`src/rtl/ctrl_flow_seq_pkg.sv`:
```
// Shared types and constants for the control-flow frame sequencer.
package ctrl_flow_seq_pkg;

    // Decoded control instruction
    typedef enum logic [3:0] {
        OP_BLOCK  = 4'd0,
        OP_LOOP   = 4'd1,
        OP_IF     = 4'd2,
        OP_ELSE   = 4'd3,
        OP_END    = 4'd4,
        OP_BR     = 4'd5,
        OP_BR_IF  = 4'd6,
        OP_CALL   = 4'd7,
        OP_RETURN = 4'd8
    } op_e;

    typedef enum logic [1:0] {
        StIdle,
        StExec,
        StUnwind,
        StTarget
    } seq_state_e;

    // Frame type field encodings
    localparam logic [1:0] FT_BLOCK = 2'b00;
    localparam logic [1:0] FT_CALL  = 2'b01;
    localparam logic [1:0] FT_IF    = 2'b10;
    localparam logic [1:0] FT_LOOP  = 2'b11;

    // Frame word layout, LSB first: addr, sp_tag, ret_num, type[1:0]
    localparam int unsigned FRAME_ADDR_LSB = 0;

    function automatic int unsigned frame_sp_lsb(int unsigned pc_w);
        return pc_w;
    endfunction

    function automatic int unsigned frame_ret_bit(int unsigned st_w, int unsigned pc_w);
        return pc_w + st_w;
    endfunction

    function automatic int unsigned frame_type_lsb(int unsigned st_w, int unsigned pc_w);
        return pc_w + st_w + 1;
    endfunction

endpackage

```
`src/rtl/ctrl_flow_seq_frame_pack.sv`:
```
// Combinational pack of a new frame word and unpack of the current top frame.
module ctrl_frame_pack
    import ctrl_flow_seq_pkg::*;
#(
    parameter int unsigned ST_W    = 6,
    parameter int unsigned PC_W    = 21,
    parameter int unsigned FRAME_W = 3 + ST_W + PC_W
) (
    input  logic [1:0]         pk_type,
    input  logic               pk_ret_num,
    input  logic [ST_W-1:0]    pk_sp,
    input  logic [PC_W-1:0]    pk_addr,
    output logic [FRAME_W-1:0] pk_frame,
    input  logic [FRAME_W-1:0] up_frame,
    output logic [1:0]         up_type,
    output logic               up_ret_num,
    output logic [ST_W-1:0]    up_sp,
    output logic [PC_W-1:0]    up_addr
);

    localparam int unsigned SP_LSB   = frame_sp_lsb(PC_W);
    localparam int unsigned RET_BIT  = frame_ret_bit(ST_W, PC_W);
    localparam int unsigned TYPE_LSB = frame_type_lsb(ST_W, PC_W);

    // Assemble the frame to push
    always_comb begin
        pk_frame                         = '0;
        pk_frame[FRAME_ADDR_LSB +: PC_W] = pk_addr;
        pk_frame[SP_LSB +: ST_W]         = pk_sp;
        pk_frame[RET_BIT]                = pk_ret_num;
        pk_frame[TYPE_LSB +: 2]          = pk_type;
    end

    // Split the top-of-stack frame into fields
    always_comb begin
        up_addr    = up_frame[FRAME_ADDR_LSB +: PC_W];
        up_sp      = up_frame[SP_LSB +: ST_W];
        up_ret_num = up_frame[RET_BIT];
        up_type    = up_frame[TYPE_LSB +: 2];
    end

endmodule

```
`src/rtl/ctrl_flow_seq.sv`:
```
// Control-flow sequencer: turns decoded control ops into frame stack strobes,
// multi-cycle br unwinding, PC redirects and value-stack-pointer restores.
module ctrl_flow_seq
    import ctrl_flow_seq_pkg::*;
#(
    parameter int unsigned ST_W    = 6,
    parameter int unsigned PC_W    = 21,
    parameter int unsigned DEPTH_W = 6,
    parameter int unsigned FRAME_W = 3 + ST_W + PC_W
) (
    input  logic               clk,
    input  logic               rst_n,
    input  logic               in_vld,
    output logic               in_rdy,
    input  op_e                in_op,
    input  logic [DEPTH_W-1:0] in_depth,
    input  logic               in_cond,
    input  logic               in_ret_num,
    input  logic [PC_W-1:0]    in_pc,
    input  logic [PC_W-1:0]    in_target,
    input  logic [ST_W-1:0]    in_sp,
    output logic               cs_shift_vld,
    output logic               cs_push,
    output logic               cs_pop,
    output logic               cs_retu,
    output logic               cs_call,
    output logic [FRAME_W-1:0] cs_push_data,
    input  logic [FRAME_W-1:0] cs_top_data,
    output logic               redir_vld,
    output logic [PC_W-1:0]    redir_pc,
    output logic               sp_vld,
    output logic [ST_W-1:0]    sp_restore,
    output logic               halt,
    output logic               err
);

    localparam int unsigned OCC_W      = DEPTH_W + 1;
    localparam int unsigned NUM_FRAMES = 2 ** DEPTH_W;
    localparam logic [OCC_W-1:0] OCC_FULL = {1'b1, {DEPTH_W{1'b0}}};
    localparam logic [OCC_W-1:0] OCC_ONE  = OCC_W'(1);

    seq_state_e             state_q;
    logic                   armed_q;
    logic [OCC_W-1:0]       occ_q;
    logic [DEPTH_W-1:0]     unwind_q;
    // One bit per stack slot: slot holds a function (call) frame
    logic [NUM_FRAMES-1:0]  call_map_q;
    op_e                    op_q;
    logic                   cond_q;
    logic                   ret_num_q;
    logic [PC_W-1:0]        pc_q;
    logic [PC_W-1:0]        target_q;
    logic [ST_W-1:0]        sp_q;

    logic                   is_push_op;
    logic                   is_label_op;
    logic                   is_branch;
    logic                   bad_op;
    logic [DEPTH_W-1:0]     depth_eff;
    logic                   has_func;
    logic [DEPTH_W-1:0]     func_idx;
    logic [1:0]             pk_type;
    logic [PC_W-1:0]        pk_addr;
    logic [1:0]             top_type;
    logic                   top_ret_num;
    logic [ST_W-1:0]        top_sp;
    logic [PC_W-1:0]        top_addr;
    logic [ST_W-1:0]        top_restore;

    ctrl_frame_pack #(
        .ST_W    (ST_W),
        .PC_W    (PC_W),
        .FRAME_W (FRAME_W)
    ) u_frame_pack (
        .pk_type    (pk_type),
        .pk_ret_num (ret_num_q),
        .pk_sp      (sp_q),
        .pk_addr    (pk_addr),
        .pk_frame   (cs_push_data),
        .up_frame   (cs_top_data),
        .up_type    (top_type),
        .up_ret_num (top_ret_num),
        .up_sp      (top_sp),
        .up_addr    (top_addr)
    );

    // sp_tag + ret_num wraps at ST_W bits
    assign top_restore = top_sp + ST_W'(top_ret_num);

    // Ready only once out of reset, idle and not halted
    assign in_rdy = armed_q && (state_q == StIdle) && !halt;

    // Innermost live function frame: highest call slot below occ
    always_comb begin
        has_func = 1'b0;
        func_idx = '0;
        for (int i = 0; i < NUM_FRAMES; i++) begin
            if (call_map_q[i] && (OCC_W'(i) < occ_q)) begin
                has_func = 1'b1;
                func_idx = DEPTH_W'(i);
            end
        end
    end

    // Classify the offered instruction and detect stack violations up front
    always_comb begin
        is_push_op  = (in_op == OP_BLOCK) || (in_op == OP_LOOP) ||
                      (in_op == OP_IF)    || (in_op == OP_CALL);
        is_label_op = (in_op == OP_BR) || (in_op == OP_BR_IF) || (in_op == OP_ELSE);
        is_branch   = (in_op == OP_BR) || (in_op == OP_ELSE) || ((in_op == OP_BR_IF) && in_cond);
        // else is a br 0 out of the if frame
        depth_eff   = (in_op == OP_ELSE) ? '0 : in_depth;
        // br_if label is checked even when not taken: the label is invalid either way
        bad_op      = (is_push_op && (occ_q == OCC_FULL)) ||
                      ((in_op == OP_END) && (occ_q == '0)) ||
                      ((in_op == OP_RETURN) && !has_func) ||
                      (is_label_op && ({1'b0, depth_eff} >= occ_q));
    end

    // Frame stack strobes decode from the current state and latched op
    always_comb begin
        cs_push = 1'b0;
        cs_pop  = 1'b0;
        cs_retu = 1'b0;
        cs_call = 1'b0;
        pk_type = FT_BLOCK;
        pk_addr = target_q;
        unique case (state_q)
            StExec: begin
                unique case (op_q)
                    OP_BLOCK: begin
                        cs_push = 1'b1;
                    end
                    OP_LOOP: begin
                        cs_push = 1'b1;
                        pk_type = FT_LOOP;
                        pk_addr = pc_q;
                    end
                    OP_IF: begin
                        cs_push = 1'b1;
                        pk_type = FT_IF;
                    end
                    OP_CALL: begin
                        cs_push = 1'b1;
                        cs_call = 1'b1;
                        pk_type = FT_CALL;
                        pk_addr = pc_q;
                    end
                    OP_END:    cs_pop  = 1'b1;
                    OP_RETURN: cs_retu = 1'b1;
                    default: ;
                endcase
            end
            StUnwind: cs_pop = 1'b1;
            // Branching to a loop re-enters it, so its frame stays
            StTarget: cs_pop = (top_type != FT_LOOP);
            default: ;
        endcase
        cs_shift_vld = cs_push || cs_pop || cs_retu;
    end

    // Sequencer FSM with registered redirect/SP pulses and sticky flags
    always_ff @(posedge clk or negedge rst_n) begin
        if (!rst_n) begin
            state_q    <= StIdle;
            armed_q    <= 1'b0;
            occ_q      <= '0;
            unwind_q   <= '0;
            call_map_q <= '0;
            op_q       <= OP_BLOCK;
            cond_q     <= 1'b0;
            ret_num_q  <= 1'b0;
            pc_q       <= '0;
            target_q   <= '0;
            sp_q       <= '0;
            redir_vld  <= 1'b0;
            redir_pc   <= '0;
            sp_vld     <= 1'b0;
            sp_restore <= '0;
            halt       <= 1'b0;
            err        <= 1'b0;
        end else begin
            armed_q   <= 1'b1;
            redir_vld <= 1'b0;
            sp_vld    <= 1'b0;
            unique case (state_q)
                StIdle: begin
                    if (in_vld && in_rdy) begin
                        op_q      <= in_op;
                        cond_q    <= in_cond;
                        ret_num_q <= in_ret_num;
                        pc_q      <= in_pc;
                        target_q  <= in_target;
                        sp_q      <= in_sp;
                        if (bad_op) begin
                            err <= 1'b1;
                        end else if (is_branch) begin
                            unwind_q <= depth_eff;
                            state_q  <= (depth_eff != '0) ? StUnwind : StTarget;
                        end else begin
                            state_q <= StExec;
                        end
                    end
                end
                StExec: begin
                    state_q <= StIdle;
                    unique case (op_q)
                        OP_BLOCK, OP_LOOP, OP_IF, OP_CALL: begin
                            call_map_q[occ_q[DEPTH_W-1:0]] <= (op_q == OP_CALL);
                            occ_q <= occ_q + 1'b1;
                            if ((op_q == OP_CALL) || ((op_q == OP_IF) && !cond_q)) begin
                                redir_vld <= 1'b1;
                                redir_pc  <= target_q;
                            end
                        end
                        OP_END: begin
                            occ_q <= occ_q - 1'b1;
                            // Closing a function body behaves like return
                            if (top_type == FT_CALL) begin
                                redir_vld  <= 1'b1;
                                redir_pc   <= top_addr;
                                sp_vld     <= 1'b1;
                                sp_restore <= top_restore;
                                if (occ_q == OCC_ONE) begin
                                    halt <= 1'b1;
                                end
                            end
                        end
                        OP_RETURN: begin
                            occ_q      <= {1'b0, func_idx};
                            redir_vld  <= 1'b1;
                            redir_pc   <= top_addr;
                            sp_vld     <= 1'b1;
                            sp_restore <= top_restore;
                            if (func_idx == '0) begin
                                halt <= 1'b1;
                            end
                        end
                        default: ;
                    endcase
                end
                StUnwind: begin
                    occ_q    <= occ_q - 1'b1;
                    unwind_q <= unwind_q - 1'b1;
                    if (unwind_q == DEPTH_W'(1)) begin
                        state_q <= StTarget;
                    end
                end
                StTarget: begin
                    if (top_type != FT_LOOP) begin
                        occ_q <= occ_q - 1'b1;
                    end
                    redir_vld  <= 1'b1;
                    redir_pc   <= top_addr;
                    sp_vld     <= 1'b1;
                    sp_restore <= top_restore;
                    state_q    <= StIdle;
                end
                default: state_q <= StIdle;
            endcase
        end
    end

endmodule

```
`config.mk`:
```
export PLATFORM = sky130hd
export DESIGN_NAME = ctrl_flow_seq
export DESIGN_NICKNAME = d
export VERILOG_FILES = /design/src/rtl/ctrl_flow_seq_pkg.sv /design/src/rtl/ctrl_flow_seq_frame_pack.sv /design/src/rtl/ctrl_flow_seq.sv
export SDC_FILE = /design/constraint.sdc
export NUM_CORES = 1
export LEC_CHECK = 0
export ABC_CLOCK_PERIOD_IN_PS = 5700
export CAP_MARGIN = 5
export CELL_PAD_IN_SITES_DETAIL_PLACEMENT = 0
export CELL_PAD_IN_SITES_GLOBAL_PLACEMENT = 1
export CORE_MARGIN = 10
export CORE_UTILIZATION = 44
export CTS_CLUSTER_DIAMETER = 120
export DETAILED_ROUTE_END_ITERATION = 7
export GPL_TIMING_DRIVEN = 0
export PLACE_DENSITY_LB_ADDON = 0.12
export SETUP_SLACK_MARGIN = 0.05
export SKIP_LAST_GASP = 1
export SYNTH_ARGS = -nofsm -noshare
export SYNTH_HDL_FRONTEND = slang
export SYNTH_SLANG_ARGS = --single-unit
```
`constraint.sdc`:
```
create_clock -name clk -period 5.7 [get_ports clk]
set_input_delay 0.855 -clock clk [delete_from_list [all_inputs] [get_ports clk]]
set_output_delay 0.855 -clock clk [all_outputs]
set_load 0.005 [all_outputs]
```
==> reports/results.ini, run 1 <==
[status]
status = complete, no violations

[pwr]
irDropWorstVdd_mv = 0.156
power_mw = 2.65
intPower_mw = 1.90
p_clk_share_pct = 46.9
power_density_nw_per_um2 = 212
p_seq_share_pct = 44.9
combPwrFrac_pct = 8.2
power_leakage_nw = 5.33
p_switching_uw = 751
switching_share_pct = 28.4

[detailed_routing]
wl_per_cell_um = 22.6
drt.antenna.violating_nets = 0
drtIter0Drc = 898
post_drt_via_cell_ratio = 5.90
firstDrtPassIters = 7
routed_wl_um = 36200
drc_errors = 0
vias = 9446

[global_routing]
grt_pass1_wl_um = 54300
grtUsageMet1_pct = 33.5
grt_max_degree = 118
grt_pass1_vias = 9068
grt_use_total_pct = 24.5
grt_overflow = 0
antenna_found_initial = 0
grt-busiest-layer = met2
use_met3_pct = 6.42
grtUsageMet2_pct = 37.1

[clocking]
ctsHoldBuffers = 0
path_clk_slew_ns = 0.08
insertion_delay_ns = 0.45
cts_setup_buffers = 0
numCtsBuffers = 17
clock-root-buffer = clkbuf_16
clockBufferDepth = 2
cts_tree = built
clock_sinks = 165
cts_max_level = 4
cts_resized = 0

[worst_setup_path]
cp_top_family = buffers and inverters
cp.arrival_ns = 3.50
cp-end-kind = output pin
crit_chain = clkbuf_1 > nor4b_2 > a22o_1 > or3_1 > clkbuf_1 > clkbuf_1 > clkdlybuf4s50_1
path_depth = 7
start_kind = flip-flop
reg2reg_depth = 11
required_ns = 4.85
worst-path-max-fanout = 10
cp.buffers_inverters = 4
cp_slowest_stage_delay_ns = 0.78
cp_slowest_cell = nor4b_2
critical_path_class = reg -> out
cpMostUsedCell = clkbuf_1

[floorplanning]
start_util_pct = 45.0
io_pins = 160
core_um2 = 21900
fp.dieW_um = 170
die_area_um2 = 28800
dieHeight_um = 170
num_rows = 54

[timing]
layout_min_cycle_time_ns = 4.36
worstMarginPinSlew_ns = 1.38
fmax_mhz = 230
slew_headroom_pct = 7.58
slew_viol_final = 0
setup_tns_ns = 0
hold_viol = 0
setup_viol = 0
fin_skew_ns = 0.0201
hold-worst-slack_ns = 0.298
rsz0062_at_grt = false
final.period_utilization_pct = 76.4

[yosys]
synth-async-reset-ratio_pct = 100
ys_seq_area_share_pct = 42.0
synth_ff_type = dfrtp_1
synth_seq_cells = 165
synth_top_area_share_pct = 42.0
synth_edf_count = 0
synth_area_leaders = dfrtp_1 42%, nand2_1 8.8%, o21ai_0 7.9%
synth_cell_types = 91
synth.most_common_cell = nand2_1
netlist_area_um2 = 9840
synthCells = 1129
yosys_warnings = 0
avgSynthCellArea_um2 = 8.72
synth_area_leader_cell = dfrtp_1
synth_common_cells = 232 x nand2_1, 165 x dfrtp_1, 156 x o21ai_0
syn_nets = 1236

[layout]
final_util_pct = 57.0
drive_gt1_share_pct = 11.3
fin_nets = 1414
area_growth_pct = 26.7
n_antenna_cell = 0
final_cell_area_um2 = 12500

[flow_run]
cap_violations = 0

[placed_design]
portBuffers = 157
placed_cell_area_um2 = 11800
hpwlAfterDp_um = 26900
gp_congestion = 0.978

[min_path]
hold_path.class = in -> async

## power groups by stage
stage	Clock [mW]	Combinational, mW	Sequential (mW)
6_report	1.24	0.219	1.19
5_1_grt	1.30	0.236	1.19
4_1_cts	1.27	0.219	1.19
3_5_place_dp	0	0.218	1.21
3_3_place_gp	0	0.212	1.21
2_1_floorplan	0	0.0623	1.21
## layout by cell type (no fill, tap or decap), types with 14 or more instances in the layout
cell | Yosys | layout
nand2_1 | 232 | 232
mux2_2 | 62 | 62
nand3_1 | 23 | 23
dfrtp_1 | 165 | 165
ha_1 | 14 | 14
o31ai_1 | 18 | 18
clkbuf_16 | 0 | 17
clkbuf_1 | 52 | 52
o21ai_0 | 156 | 156
nor2_1 | 57 | 57
a21oi_1 | 39 | 39
clkdlybuf4s50_1 | 0 | 156
mux2i_1 | 26 | 26
inv_1 | 23 | 23
nor3_1 | 31 | 27
## layout make-up
| type | instances | area [um2] |
|---|---|---|
| fillers | 2035 | 9420 |
| multi-input cells | 866 | 5300 |
| flip-flops and latches | 165 | 4130 |
| repair buffers | 159 | 1620 |
| clock buffers | 17 | 425 |
| well taps | 280 | 350 |
| plain buffers | 74 | 345 |
| clock inverters | 15 | 214 |
| inverters | 24 | 90.1 |
## per-stage QoR
| step | instances | setup slack (ns) |
|---|---|---|
| after global placement | 1566 | -3.28 |
| after floorplan | 1129 | 2.39 |
| after detailed placement | 1568 | 1.52 |
| after CTS | 1600 | 1.33 |
| final | 1600 | 1.34 |
| after global routing | 1600 | 1.13 |
## final timing paths
path | start | to | slack, ns
min reg2reg | sp_restore[3] | sp_restore[3] | 0.48
max | op_q[2] | cs_shift_vld | 1.34
max reg2reg | occ_q[2] | halt | 1.95
min | rst_n | call_map_q[53] | 0.30
max in group asynchronous | rst_n | call_map_q[0] | 4.47
min in group clk | sp_restore[3] | sp_restore[3] | 0.48
## layer usage
layer  wire length, um  up-vias
met5                 0        -
met4               784        0
met3              3380       56
met2             16200      433
met1             15800     4551
li1                  -     4406
## flip-flops by register name, summed over array words and instances, names as in the netlist, 2 cells and up
register and flops:
pc_q 21, sp_q 6, op_q 4, occ_q 7, sp_restore 6, target_q 21, state_q 2, redir_pc 21
call_map_q 64, unwind_q 6
## cell families after synthesis
logic type	count (synthesis)	share of synthesized area, %
XOR/XNOR	11	0.979
AO/OA/AOI/OAI	341	22.0
multiplexers	88	9.74
flip-flops	165	42.0
AND/OR/NAND/NOR	410	19.0
adder cells (fa/ha/maj)	15	1.88
buffers and inverters	98	4.42
other	1	0.0381
No activity file was read; power rests on OpenSTA's default activity.
==> run 2, diff against run 1 <==
ABC_CLOCK_PERIOD_IN_PS = 3800   (was 5700)
CORE_UTILIZATION = 37   (was 44)
clock period = 3.8 ns   (was 5.7 ns; I/O delays follow)
==> reports/results.ini, run 2 (same netlist as run 1, synthesis figures left out) <==
[clocking]
clock_sinks = 165
numCtsBuffers = 17
clockBufferDepth = 2
cts_tree = built
cts_max_level = 4
clock-root-buffer = clkbuf_16
path_clk_slew_ns = 0.08
insertion_delay_ns = 0.44

[detailed_routing]
drt.antenna.violating_nets = 0
post_drt_via_cell_ratio = 5.61
drtIter0Drc = 770
routed_wl_um = 37900
vias = 9331
drc_errors = 0
wl_per_cell_um = 22.8
firstDrtPassIters = 5

[pwr]
power_mw = 3.91
power_density_nw_per_um2 = 312
power_leakage_nw = 5.36
irDropWorstVdd_mv = 0.275

[min_path]
hold_path.class = in -> async

[timing]
hold_viol = 0
fmax_mhz = 278
setup_viol = 0
fin_skew_ns = 0.0208
slew_headroom_pct = 22.5
layout_min_cycle_time_ns = 3.60
slew_viol_final = 0
final.period_utilization_pct = 94.8
rsz0062_at_grt = false
worstMarginPinSlew_ns = 1.15
final.setup.worst_slack_ns = 0.198
setup_tns_ns = 0

[flow_run]
cap_violations = 0

[placed_design]
gp_congestion = 0.950
hpwlAfterDp_um = 28400
place_ws_ns = -0.0465
portBuffers = 157

[layout]
largest_register_ff_count = 64
mostFrequentLayoutCell = nand2_1
area_growth_pct = 27.6
drive_gt1_share_pct = 11.9
fin_nets = 1420
multiInputGateArea_um2 = 5300
regArea_um2 = 4130
final_util_pct = 48.1
fillers = 2600
top_register = call_map_q
final_cell_mix = 232 x nand2_1, 165 x dfrtp_1, 156 x clkdlybuf4s50_1

[worst_setup_path]
required_ns = 3.23
regToRegSetupSlack_ns = 0.21
reg2reg_depth = 10
critical_path_class = reg -> out
cp.arrival_ns = 3.03
start_kind = flip-flop
cp-end-kind = output pin
worst-path-max-fanout = 10
reg2reg_to = occ_q[0]
endpoint = cs_shift_vld
crit_start = op_q[2]
r2r-start = occ_q[2]

[global_routing]
grt_pass1_wl_um = 57300
antenna_found_initial = 1
grt_overflow = 0
grt_max_degree = 113
grt_use_total_pct = 22.3
grt_pass1_vias = 9097

[floorplanning]
die_area_um2 = 33500
io_pins = 160
core_um2 = 26100
start_util_pct = 37.7
num_rows = 59
fp.dieW_um = 183
dieHeight_um = 183

[status]
status = complete, no violations

[run 2: cell count changes in the layout (fill, tap and decap cells not counted), moves of 2 or more]
| cell | change |
|---|---|
| inv_6 | -2 |
| clkbuf_4 | +2 |
| diode_2 | +2 |
| buf_2 | +2 |
| clkinv_4 | +2 |
| nor3_2 | -3 |
| nor3_1 | +3 |
| clkinv_8 | -2 |
| buf_4 | +6 |
| clkbuf_2 | +3 |
| inv_12 | -4 |
| inv_8 | +5 |
| clkbuf_1 | -5 |
[run 2: where the power goes]
| group | leakage (nW) | total, mW | internal, mW | switching [mW] |
|---|---|---|---|---|
| clock network | 0.292 | 1.80 | 0.898 | 0.901 |
| logic | 2.85 | 0.330 | 0.153 | 0.176 |
| registers | 2.22 | 1.78 | 1.77 | 0.0108 |
| total | 5.36 | 3.91 | 2.82 | 1.09 |
[run 2: what timing repair did]
item                                    CTS  global route
pin swaps                                 0             2
cloned                                    0             0
hold buffers                              0             0
gates resized for setup                   3             6
endpoints found under the setup margin    5             6
setup buffers                             0             4
[run 2: area by class of cell]
type | count | share of cell area (%)
Multi-Input combinational cell | 866 | 42.2
Sequential cell | 165 | 32.9
Timing Repair Buffer | 167 | 13.3
Clock buffer | 17 | 3.39
Tap cell | 335 | 3.34
Buffer | 72 | 2.75
Clock inverter | 15 | 1.43
Inverter | 24 | 0.717
Antenna cell | 2 | 0.0399
[run 2: worst min path at each step]
stage | start | end | slack, ns | cells after the start
floorplan | rst_n | armed_q | 0.27 | 0
global placement | redir_pc[7] | redir_pc[7] | 0.46 | 2
detailed placement | err | err | 0.47 | 1
CTS | rst_n | call_map_q[9] | 0.04 | 1
global route | rst_n | call_map_q[9] | 0.05 | 1
finish | rst_n | call_map_q[9] | 0.02 | 1
[run 2: per-layer routing]
metal  routed length (um)  global-route usage [%]  part of all wire [%]  up-vias
met3                 3310                    5.89                   8.7       48
met2                16900                    33.4                    45      373
met1                17000                    31.1                    45     4496
li1                     -                       -                     -     4414
met5                    0                       0                     0        -
met4                  679                    6.07                   1.8        0
[run 2: metrics by stage]
step	cell area (um2)	hold slack [ns]	cells
floorplan	9840	0.274	1129
global placement	11800	0.461	1621
detailed placement	11900	0.465	1626
CTS	12500	0.0423	1658
global route	12600	0.0542	1661
finish	12600	0.0240	1663
[run 2: critical path: stages, from the launching register on]
cell and delay [ns]:
dfrtp_1 0.36, clkbuf_1 0.24, nor4b_4 0.49, and3_2 0.35, or3_1 0.13, clkbuf_1 0.24, clkbuf_4 0.28, clkdlybuf4s50_1 0.52
